<file path="config.mk">
export PLATFORM = sky130hd
export DESIGN_NAME = if_stage
export DESIGN_NICKNAME = d
export VERILOG_FILES = /design/src/rtl/if_stage.sv
export SDC_FILE = /design/constraint.sdc
export NUM_CORES = 1
export LEC_CHECK = 0
export ABC_AREA = 0
export ABC_CLOCK_PERIOD_IN_PS = 5300
export BUFFER_PORTS_ARGS = -buffer_cell sky130_fd_sc_hd__buf_2
export CORE_ASPECT_RATIO = 0.8
export CORE_MARGIN = 10
export CORE_UTILIZATION = 56
export DETAILED_ROUTE_END_ITERATION = 8
export GPL_ROUTABILITY_DRIVEN = 1
export HOLD_SLACK_MARGIN = 0.03
export PLACE_DENSITY = 0.8
export SLEW_MARGIN = 30
export SYNTH_ARGS = -nofsm -noshare
export SYNTH_HDL_FRONTEND = slang
export SYNTH_SLANG_ARGS = --single-unit
</file>
<file path="constraint.sdc">
create_clock -name clk -period 5.3 [get_ports clk]
set_input_delay 1.06 -clock clk [delete_from_list [all_inputs] [get_ports clk]]
set_output_delay 1.06 -clock clk [all_outputs]
set_load 0.01 [all_outputs]
</file>
<file path="src/rtl/if_stage.sv">
// rtl/if_stage.sv - instruction fetch stage with IF/ID pipeline register
module if_stage #(
    parameter int                   WORD_SIZE = 32,
    parameter int                   ADDR_SIZE = 10,
    parameter logic [ADDR_SIZE-1:0] RESET_PC  = '0,
    parameter logic [WORD_SIZE-1:0] NOP       = 32'h00000013
) (
    input  logic                 clk,
    input  logic                 rst,
    input  logic                 stall,
    input  logic                 redirect,
    input  logic [ADDR_SIZE-1:0] redirect_pc,
    output logic                 imem_req,
    output logic [ADDR_SIZE-1:0] imem_addr,
    input  logic                 imem_ready,
    input  logic                 imem_rvalid,
    input  logic [WORD_SIZE-1:0] imem_rdata,
    output logic [ADDR_SIZE-1:0] pc_out,
    output logic [WORD_SIZE-1:0] instr,
    output logic                 valid
);

    localparam logic [ADDR_SIZE-1:0] PC_STEP = ADDR_SIZE'(4);

    typedef enum logic [2:0] {
        S_IDLE,
        S_REQ,
        S_WAIT,
        S_BUF,
        S_DRAIN
    } state_t;

    state_t                 state;
    state_t                 state_n;
    logic [ADDR_SIZE-1:0]   pc;
    logic [ADDR_SIZE-1:0]   pc_n;
    logic [WORD_SIZE-1:0]   buf_word;
    logic [WORD_SIZE-1:0]   buf_word_n;
    logic                   load;
    logic [WORD_SIZE-1:0]   load_word;

    // Moore memory-side outputs: request only in REQ, address is always the fetch PC
    assign imem_req  = (state == S_REQ);
    assign imem_addr = pc;

    // State, fetch PC and stall buffer registers
    always_ff @(posedge clk or negedge rst) begin
        if (!rst) begin
            state    <= S_IDLE;
            pc       <= RESET_PC;
            buf_word <= NOP;
        end else begin
            state    <= state_n;
            pc       <= pc_n;
            buf_word <= buf_word_n;
        end
    end

    // Next-state logic; redirect beats stall and kills any in-flight or buffered word
    always_comb begin
        state_n    = state;
        pc_n       = pc;
        buf_word_n = buf_word;
        load       = 1'b0;
        load_word  = imem_rdata;

        if (redirect) begin
            pc_n = redirect_pc;
        end

        case (state)
            S_IDLE: begin
                state_n = S_REQ;
            end
            S_REQ: begin
                if (imem_ready) begin
                    // an accepted request under redirect fetches a stale word
                    state_n = redirect ? S_DRAIN : S_WAIT;
                end
            end
            S_WAIT: begin
                if (redirect) begin
                    state_n = imem_rvalid ? S_REQ : S_DRAIN;
                end else if (imem_rvalid) begin
                    if (!stall) begin
                        load    = 1'b1;
                        pc_n    = pc + PC_STEP;
                        state_n = S_REQ;
                    end else begin
                        buf_word_n = imem_rdata;
                        state_n    = S_BUF;
                    end
                end
            end
            S_BUF: begin
                if (redirect) begin
                    state_n = S_REQ;
                end else if (!stall) begin
                    load      = 1'b1;
                    load_word = buf_word;
                    pc_n      = pc + PC_STEP;
                    state_n   = S_REQ;
                end
            end
            S_DRAIN: begin
                // swallow the stale response, then refetch from the current pc
                if (imem_rvalid) begin
                    state_n = S_REQ;
                end
            end
            default: begin
                state_n = S_IDLE;
            end
        endcase
    end

    // IF/ID register: flush on redirect, load on delivery, bubble when free, hold on stall
    always_ff @(posedge clk or negedge rst) begin
        if (!rst) begin
            valid  <= 1'b0;
            instr  <= NOP;
            pc_out <= RESET_PC;
        end else if (redirect) begin
            valid <= 1'b0;
            instr <= NOP;
        end else if (load) begin
            valid  <= 1'b1;
            instr  <= load_word;
            pc_out <= pc;
        end else if (!stall) begin
            valid <= 1'b0;
            instr <= NOP;
        end
    end

endmodule

</file>
* Yosys cells after proc, flatten, opt, wreduce, memory -nomap -nowiden
Cells that the tools add are included.
** Operators by class
- Eq/ne operators :: 9
- Add/subtract/negate cells :: 1
- Mux-type cells :: 29
- Reductions and logical operators :: 4
- Bitwise logic cells :: 1
** Operator list (number)
- two-way mux 32 bit :: 5
- two-way mux 10 bit :: 5
- two-way mux 3 bit :: 8
- case mux 10 bit (2 select lines) :: 1
- case mux 3 bit (5 select lines) :: 1
- adder 10 x 3 -> 10 bit (second input constant) :: 1
- two-way mux 1 bit :: 7
- equality test 3 x 2 -> 1 bit (second input constant) :: 2
- != test 3 bit (second input constant) :: 2
- AND reduction 4 bit :: 1
- equality test 3 x 1 -> 1 bit (second input constant) :: 1
- equality test 3 bit (second input constant) :: 1
- logical NOT 3 bit :: 1
- != test 3 x 1 -> 1 bit (second input constant) :: 1
- AND reduction 3 bit :: 1
- two-way mux 2 bit :: 1
- != test 2 x 1 -> 1 bit (second input constant) :: 1
- != test 2 bit (second input constant) :: 1
- case mux 1 bit (2 select lines) :: 1
- AND reduction 2 bit :: 1
- NOT 1 bit :: 1
** Word-level totals
- Bits of input ports :: 48
- Bits in registers :: 88
- Output and inout bits :: 54

* Depth between registers and ports, before layout
Gate-level depths: netlist of run 1.
- Word-level depth :: 6
- Gate-level depth with buffers :: 7

* Least setup slack after synthesis of run 1
No wires, ideal clock.
- Kind :: input to register
- From :: input port redirect
- To :: register pc[7] (netlist: imem_addr[7])
- Setup slack :: 2.758 ns
- Stages on the path :: 5
- Required time :: 5.182 ns
- Arrival :: 2.424 ns
- Cell sequence :: buf_6 -> or4b_4 -> nor2_4 -> mux2_2 -> a21o_1
** On the way
- Longest elaborated chain between the ends :: 5
- Elaborated cells between the ends (all ways) :: 6
- Classes of those cells :: mux: 6
** RTL lines
- start, declared :: line 11 : input logic redirect,
- two-way mux 10 bit :: line 67 : if (redirect) begin
- two-way mux 10 bit :: line 85, 98
- two-way mux 10 bit :: line 84 : end else if (imem_rvalid) begin
- two-way mux 10 bit :: line 82 : if (redirect) begin
- case mux 10 bit (2 select lines) * :: line 71 : case (state)
- named net pc_n[7] :: line 36 : logic [ADDR_SIZE-1:0] pc_n;
- end signal, assigned :: line 54 : pc <= pc_n;
- end, declared :: line 35 : logic [ADDR_SIZE-1:0] pc;
The timed path passes the listed nets; every way through them passes the cells marked *.
A chain may end at the register's enable or synchronous reset.

* Worst setup path in the final report of run 1
Same ends and word-level chain as after synthesis.

==> results.md, run 1 <==
- P_int: 1.26 mW
- Area delta synth->final: 20.0%
- DRT Pass-1 Iters: 4
- Core area: 0.00651 sq mm
- Clock Sink Count: 88
- Vias: 2781
- CP required: 5.59 ns
- Asr flop ratio synth: 1.00
- Commonest non-fill, non-tap cell in the layout: buf_2
- GPL Wtd Cong: 0.763
- Synth Warn #: 0
- Max Cap Viol: 0
- Clk root buf: clkbuf_8
- Fin util: 0.701
- Crit-path max FO: 31
- Port bufs: 101
- Final Hold Viols: 0
- Share of cells above drive strength 1: 0.360
- Syn Nets: 379
- Max VDD drop: 0.000243 V
- Setup CP Type: in2reg
- Cts repair resizes: 0
- CTS hold repair buffers: 0
- Initial Util: 0.584
- Post-synth EDFFs: 0
- Nature of the critical path endpoint: register
- Combinational Power Share: 0.208
- Flops & latches, synth: 88
- Sw Ratio: 0.293
- Arr. time, crit path: 3.10 ns
- TritonCTS clock tree: done
- # IOs: 102
- Clock Skews: 0.0134 ns
- Max_slew headroom: 0.423
- Final WL: 8780 microns
- Skew-Pair Late Insertion Delay: 0.36 ns
- Pwr dens: 391 mW/mm^2
- Post-Syn Area: 0.00380 sq mm
- RSZ-0062 raised after global routing: no
- Num CTS Buffers: 9
- Setup_tns: 0 ns
- Sw power: 523 uW
- Leak Pwr: 2.27 nW
- Sequential share of power: 0.523
- GRT Total Usage: 0.171
- Antenna Cells: 0
- Row count: 26
- Dpl cells: 499
- Fmax: 0.357 GHz
- Vias per Instance: 5.40
- Worst R2R Setup Slack: 2.96 ns
- Library cells used by synthesis: 39
- Final non-filler cell total: 515
- Worst Hold Class: reg2reg
- Largest net degree at the start of global routing: 89
- Avg Synthesized Cell Area: 11.5 sq um
- Number of DRC markers in iteration 0: 115
- First-pass GRT wire length: 14700 microns
- Final slew viol count: 0
- Min cycle time layout: 2.80 ns
- Post-route DRC: 0
- WL per Instance: 17.1 microns
- Post-CTS Setup Bufs: 0
- Clk buf depth: 2
- Most frequent cells in the layout: buf_2, dfrtp_1, nand2_1, mux2i_1, o21ai_1
- ANT nets after route: 0
- Worst path cell trace: buf_2 -> or4b_4 -> or2_1 -> buf_4 -> o31ai_1 -> a21o_1
- Slowest cell on the critical path: or4b_4
- Setup violations, final: 0
- Die width: 112 microns
- Dpl hpwl: 6240 microns
- Crit-path leading delay family: simple AND/OR/NAND/NOR gates
- Register area share after synthesis: 0.581
- H-tree lvl count: 3
- Vias in the first global route: 3058
- Initial antenna violation count: 1
- Slowest stage delay, CP: 0.61 ns
- Crit start category: input pin
- DIE HEIGHT: 93.7 microns
- Part of the power in the clock network: 0.269
- Final #Nets: 475
- Die area: 0.0105 sq mm
- Synth Flop Type: dfrtp_1
- Grt ovf: 0
- Slew @ Worst Pin: 0.863 ns
- Clock transition at the registers of the reported paths: 0.08 ns
- Period utilisation layout: 0.529
- Post-Synthesis Cells: 330
- Status: finished, final reports clean
- Crit path buffers/inverters: 2
-- kinds of logic after synthesis --
kind of cell | share of synthesized area
compound gates | 0.0793
fa+ha+maj | 0.00329
buf+inv | 0.0296
flops | 0.581
mux | 0.201
simple gates | 0.106
-- through the flow --
step	area (sq um)	hold slack [ns]	worst slack, ns	power, mW
2_1_floorplan	3800	0.464	2.76	1.17
3_3_place_gp	4350	0.456	2.17	1.30
3_5_place_dp	4360	0.459	2.14	1.33
4_1_cts	4560	0.478	2.52	1.81
5_1_grt	4560	0.515	2.38	1.90
6_report	4560	0.473	2.50	1.78
-- power by group through the flow --
stage / clock network, mW / logic, mW / registers [mW]
after floorplan: 0 / 0.217 / 0.952
after detailed placement: 0 / 0.379 / 0.948
after global routing: 0.523 / 0.418 / 0.960
final: 0.479 / 0.371 / 0.933
after global placement: 0 / 0.366 / 0.935
after CTS: 0.491 / 0.381 / 0.934
-- sequential cells by signal (all words and copies together) (netlist names), named ones only --
| register | cells |
|---|---|
| imem_addr | 8 |
| pc_out | 10 |
| instr | 32 |
| state | 3 |
| valid | 1 |
| buf_word | 32 |
-- cell usage after synthesis (2+ instances only) --
| cell | number | area share |
|---|---|---|
| nand3_1 | 2 | 0.0026 |
| nor2b_1 | 2 | 0.0033 |
| o21ai_1 | 32 | 0.042 |
| mux2_1 | 9 | 0.027 |
| buf_2 | 9 | 0.012 |
| nand2_1 | 65 | 0.064 |
| dfstp_2 | 6 | 0.041 |
| o21ai_0 | 5 | 0.0066 |
| mux2i_1 | 37 | 0.097 |
| nor2_1 | 8 | 0.0079 |
| a221oi_1 | 2 | 0.0046 |
| a21oi_1 | 4 | 0.0053 |
| inv_1 | 6 | 0.0059 |
| dfrtp_1 | 82 | 0.54 |
| nor3_1 | 2 | 0.0026 |
| mux2_2 | 26 | 0.077 |
| nor3b_1 | 3 | 0.0059 |
| clkbuf_1 | 9 | 0.0089 |
-- final cells by class --
cell class | instances | area, sq um
clock inverter | 5 | 65.1
inverter | 6 | 22.5
timing repair buffer | 104 | 534
fill | 523 | 1940
multi-input combinational | 217 | 1490
tap | 84 | 105
sequential | 88 | 2210
clock buffer | 11 | 141
-- routing by layer --
| metal | GRT usage | part of all wire | vias up |
|---|---|---|---|
| met1 | 0.199 | 0.43 | 1367 |
| met2 | 0.279 | 0.49 | 73 |
| met4 | 0.0443 | 0.0054 | 2 |
| met3 | 0.0811 | 0.078 | 8 |
| li1 | - | - | 1331 |
| met5 | 0 | 0.0015 | - |
-- worst min-delay path: cells and delay by family, from the launching register on --
| kind | cells | cell delay, ns |
|---|---|---|
| flops | 1 | 0.34 |
| simple gates | 2 | 0.10 |
-- path summary, 6_finish.rpt --
kind	from	end	cells past startpoint
worst min-delay path	pc_out[2]	pc_out[2]	2
worst min register to register	pc_out[2]	pc_out[2]	2
max in group asynchronous	rst	pc_out[2]	1
min in group asynchronous	rst	instr[25]	1
worst max register to register	state[1]	buf_word[30]	4
worst max-delay path	redirect	imem_addr[7]	6
Note: power is estimated with default switching activity, not from simulation.
==> inputs of run 2 (changes only) <==
--- a/config.mk
+++ b/config.mk
@@ -6,15 +6,15 @@
 export NUM_CORES = 1
 export LEC_CHECK = 0
 export ABC_AREA = 0
-export ABC_CLOCK_PERIOD_IN_PS = 5300
+export ABC_CLOCK_PERIOD_IN_PS = 2700
 export BUFFER_PORTS_ARGS = -buffer_cell sky130_fd_sc_hd__buf_2
 export CORE_ASPECT_RATIO = 0.8
 export CORE_MARGIN = 10
-export CORE_UTILIZATION = 56
+export CORE_UTILIZATION = 52
 export DETAILED_ROUTE_END_ITERATION = 8
 export GPL_ROUTABILITY_DRIVEN = 1
 export HOLD_SLACK_MARGIN = 0.03
-export PLACE_DENSITY = 0.8
+export PLACE_DENSITY = 0.75
 export SLEW_MARGIN = 30
 export SYNTH_ARGS = -nofsm -noshare
 export SYNTH_HDL_FRONTEND = slang
==> constraint.sdc (replaced) <==
create_clock -name clk -period 2.7 [get_ports clk]
set_input_delay 0.54 -clock clk [delete_from_list [all_inputs] [get_ports clk]]
set_output_delay 0.54 -clock clk [all_outputs]
set_load 0.01 [all_outputs]
==> results.md, run 2 (synthesized netlist as in run 1, its figures left out) <==
- Status: finished, final reports clean
- Vias in the first global route: 3006
- Min cycle time layout: 2.11 ns
- Row count: 27
- Final slew viol count: 0
- R2r endpoint: pc_out[9]
- Number of DRC markers in iteration 0: 111
- GRT Total Usage: 0.172
- H-tree lvl count: 3
- Final Hold Viols: 0
- Slowest cell on the critical path: or4b_4
- Num CTS Buffers: 9
- Leak Pwr: 2.34 nW
- Skew-Pair Late Insertion Delay: 0.35 ns
- Reg2reg start: state[2]
- Max Cap Viol: 0
- Core area: 0.00699 sq mm
- Final WL: 9230 microns
- Antenna Cells: 0
- Post-CTS Setup Bufs: 0
- Period utilisation layout: 0.781
- Clock Sink Count: 88
- CP required: 2.93 ns
- Final non-filler cell total: 523
- Fill cells: 557
- Die width: 116 microns
- Largest net degree at the start of global routing: 49
- Most frequent cells in the layout: buf_2, dfrtp_1, nand2_1, mux2i_1, o21ai_1
- Final #Nets: 480
- Initial antenna violation count: 0
- Clk buf depth: 2
- R2R cell count: 5
- Port bufs: 101
- Max_slew headroom: 0.546
- Largest registers: buf_word x32, instr x32, pc_out x10
- WL per Instance: 17.6 microns
- Vias: 2810
- GPL Wtd Cong: 0.820
- Clock Skews: 0.00897 ns
- Clk root buf: clkbuf_8
- First-pass GRT wire length: 15100 microns
- Setup_tns: 0 ns
- Vias per Instance: 5.37
- Crit start category: register
- Arr. time, crit path: 2.34 ns
- Dpl cells: 507
- Dpl hpwl: 6560 microns
- TritonCTS clock tree: done
- # IOs: 102
- Grt ovf: 0
- RSZ-0062 raised after global routing: no
- Slew @ Worst Pin: 0.682 ns
- Die area: 0.0112 sq mm
- ANT nets after route: 0
- Worst R2R Setup Slack: 0.59 ns
- Fin area: 0.00469 sq mm
- Area after DPL: 0.00443 sq mm
- Worst Hold Class: in2async
- DRT Pass-1 Iters: 6
- DIE HEIGHT: 96.5 microns
- Fmax: 0.474 GHz
- Nature of the critical path endpoint: register
- CTS hold repair buffers: 0
- Setup CP Type: reg2reg
- Clock transition at the registers of the reported paths: 0.09 ns
- Area delta synth->final: 23.4%
- Commonest non-fill, non-tap cell in the layout: buf_2
- Share of cells above drive strength 1: 0.365
- Cts repair resizes: 0
- Post-route DRC: 0
- Crit-path max FO: 18
- Pwr dens: 800 mW/mm^2
- Setup violations, final: 0
- Power, Total: 3.75 mW
- Initial Util: 0.544
- Max VDD drop: 0.000468 V
- Slowest stage delay, CP: 0.58 ns
- Worst path cell trace: or4b_4 -> or2_1 -> buf_4 -> nand2_1 -> o21ai_1
==> run 2: metrics by stage <==
step                setup WS, ns  hold slack [ns]  utilization
floorplan                  0.678            0.244            -
global placement           0.439            0.460        0.634
finish                     0.590            0.160        0.671
detailed placement         0.381            0.456        0.634
global route               0.503            0.177        0.671
CTS                        0.590            0.169        0.671
==> run 2: critical path, delay by kind of cell, from the launching register on <==
family | cells | cell delay (ns)
buffers and inverters | 1 | 0.33
flip-flops | 1 | 0.46
AND/OR/NAND/NOR | 3 | 1.15
AO/OA/AOI/OAI | 1 | 0.06
==> run 2: worst max-delay path by stage <==
stage          startpoint      endpoint  cells after the start  slack (ns)
2_1_floorplan    redirect  imem_addr[7]                      5        0.68
3_3_place_gp     redirect     pc_out[9]                      6        0.44
3_5_place_dp     redirect     pc_out[9]                      6        0.38
4_1_cts          state[2]     pc_out[9]                      5        0.59
5_1_grt          state[2]     pc_out[2]                      5        0.50
6_report         state[2]     pc_out[9]                      5        0.59
==> run 2: report_power, final <==
part / switching (mW) / total, mW / internal, mW
sequential: 0.194 / 1.84 / 1.64
combinational: 0.370 / 0.750 / 0.380
clock: 0.454 / 1.17 / 0.711
total: 1.02 / 3.75 / 2.74
==> run 2: cell type report <==
cell class | count | area (sq um) | share of cell area
well taps | 87 | 109 | 0.0232
clock inverters | 5 | 129 | 0.0275
flip-flops and latches | 88 | 2210 | 0.471
repair buffers | 109 | 606 | 0.129
clock buffers | 11 | 131 | 0.0280
multi-input cells | 217 | 1480 | 0.316
inverters | 6 | 22.5 | 0.00480
==> run 2: layer usage <==
metal,global-route usage,up-vias,routed length [microns]
met2,0.282,91,4320
met3,0.0746,8,842
met1,0.208,1369,3990
met5,0,-,0
met4,0.0421,0,78
li1,-,1342,-
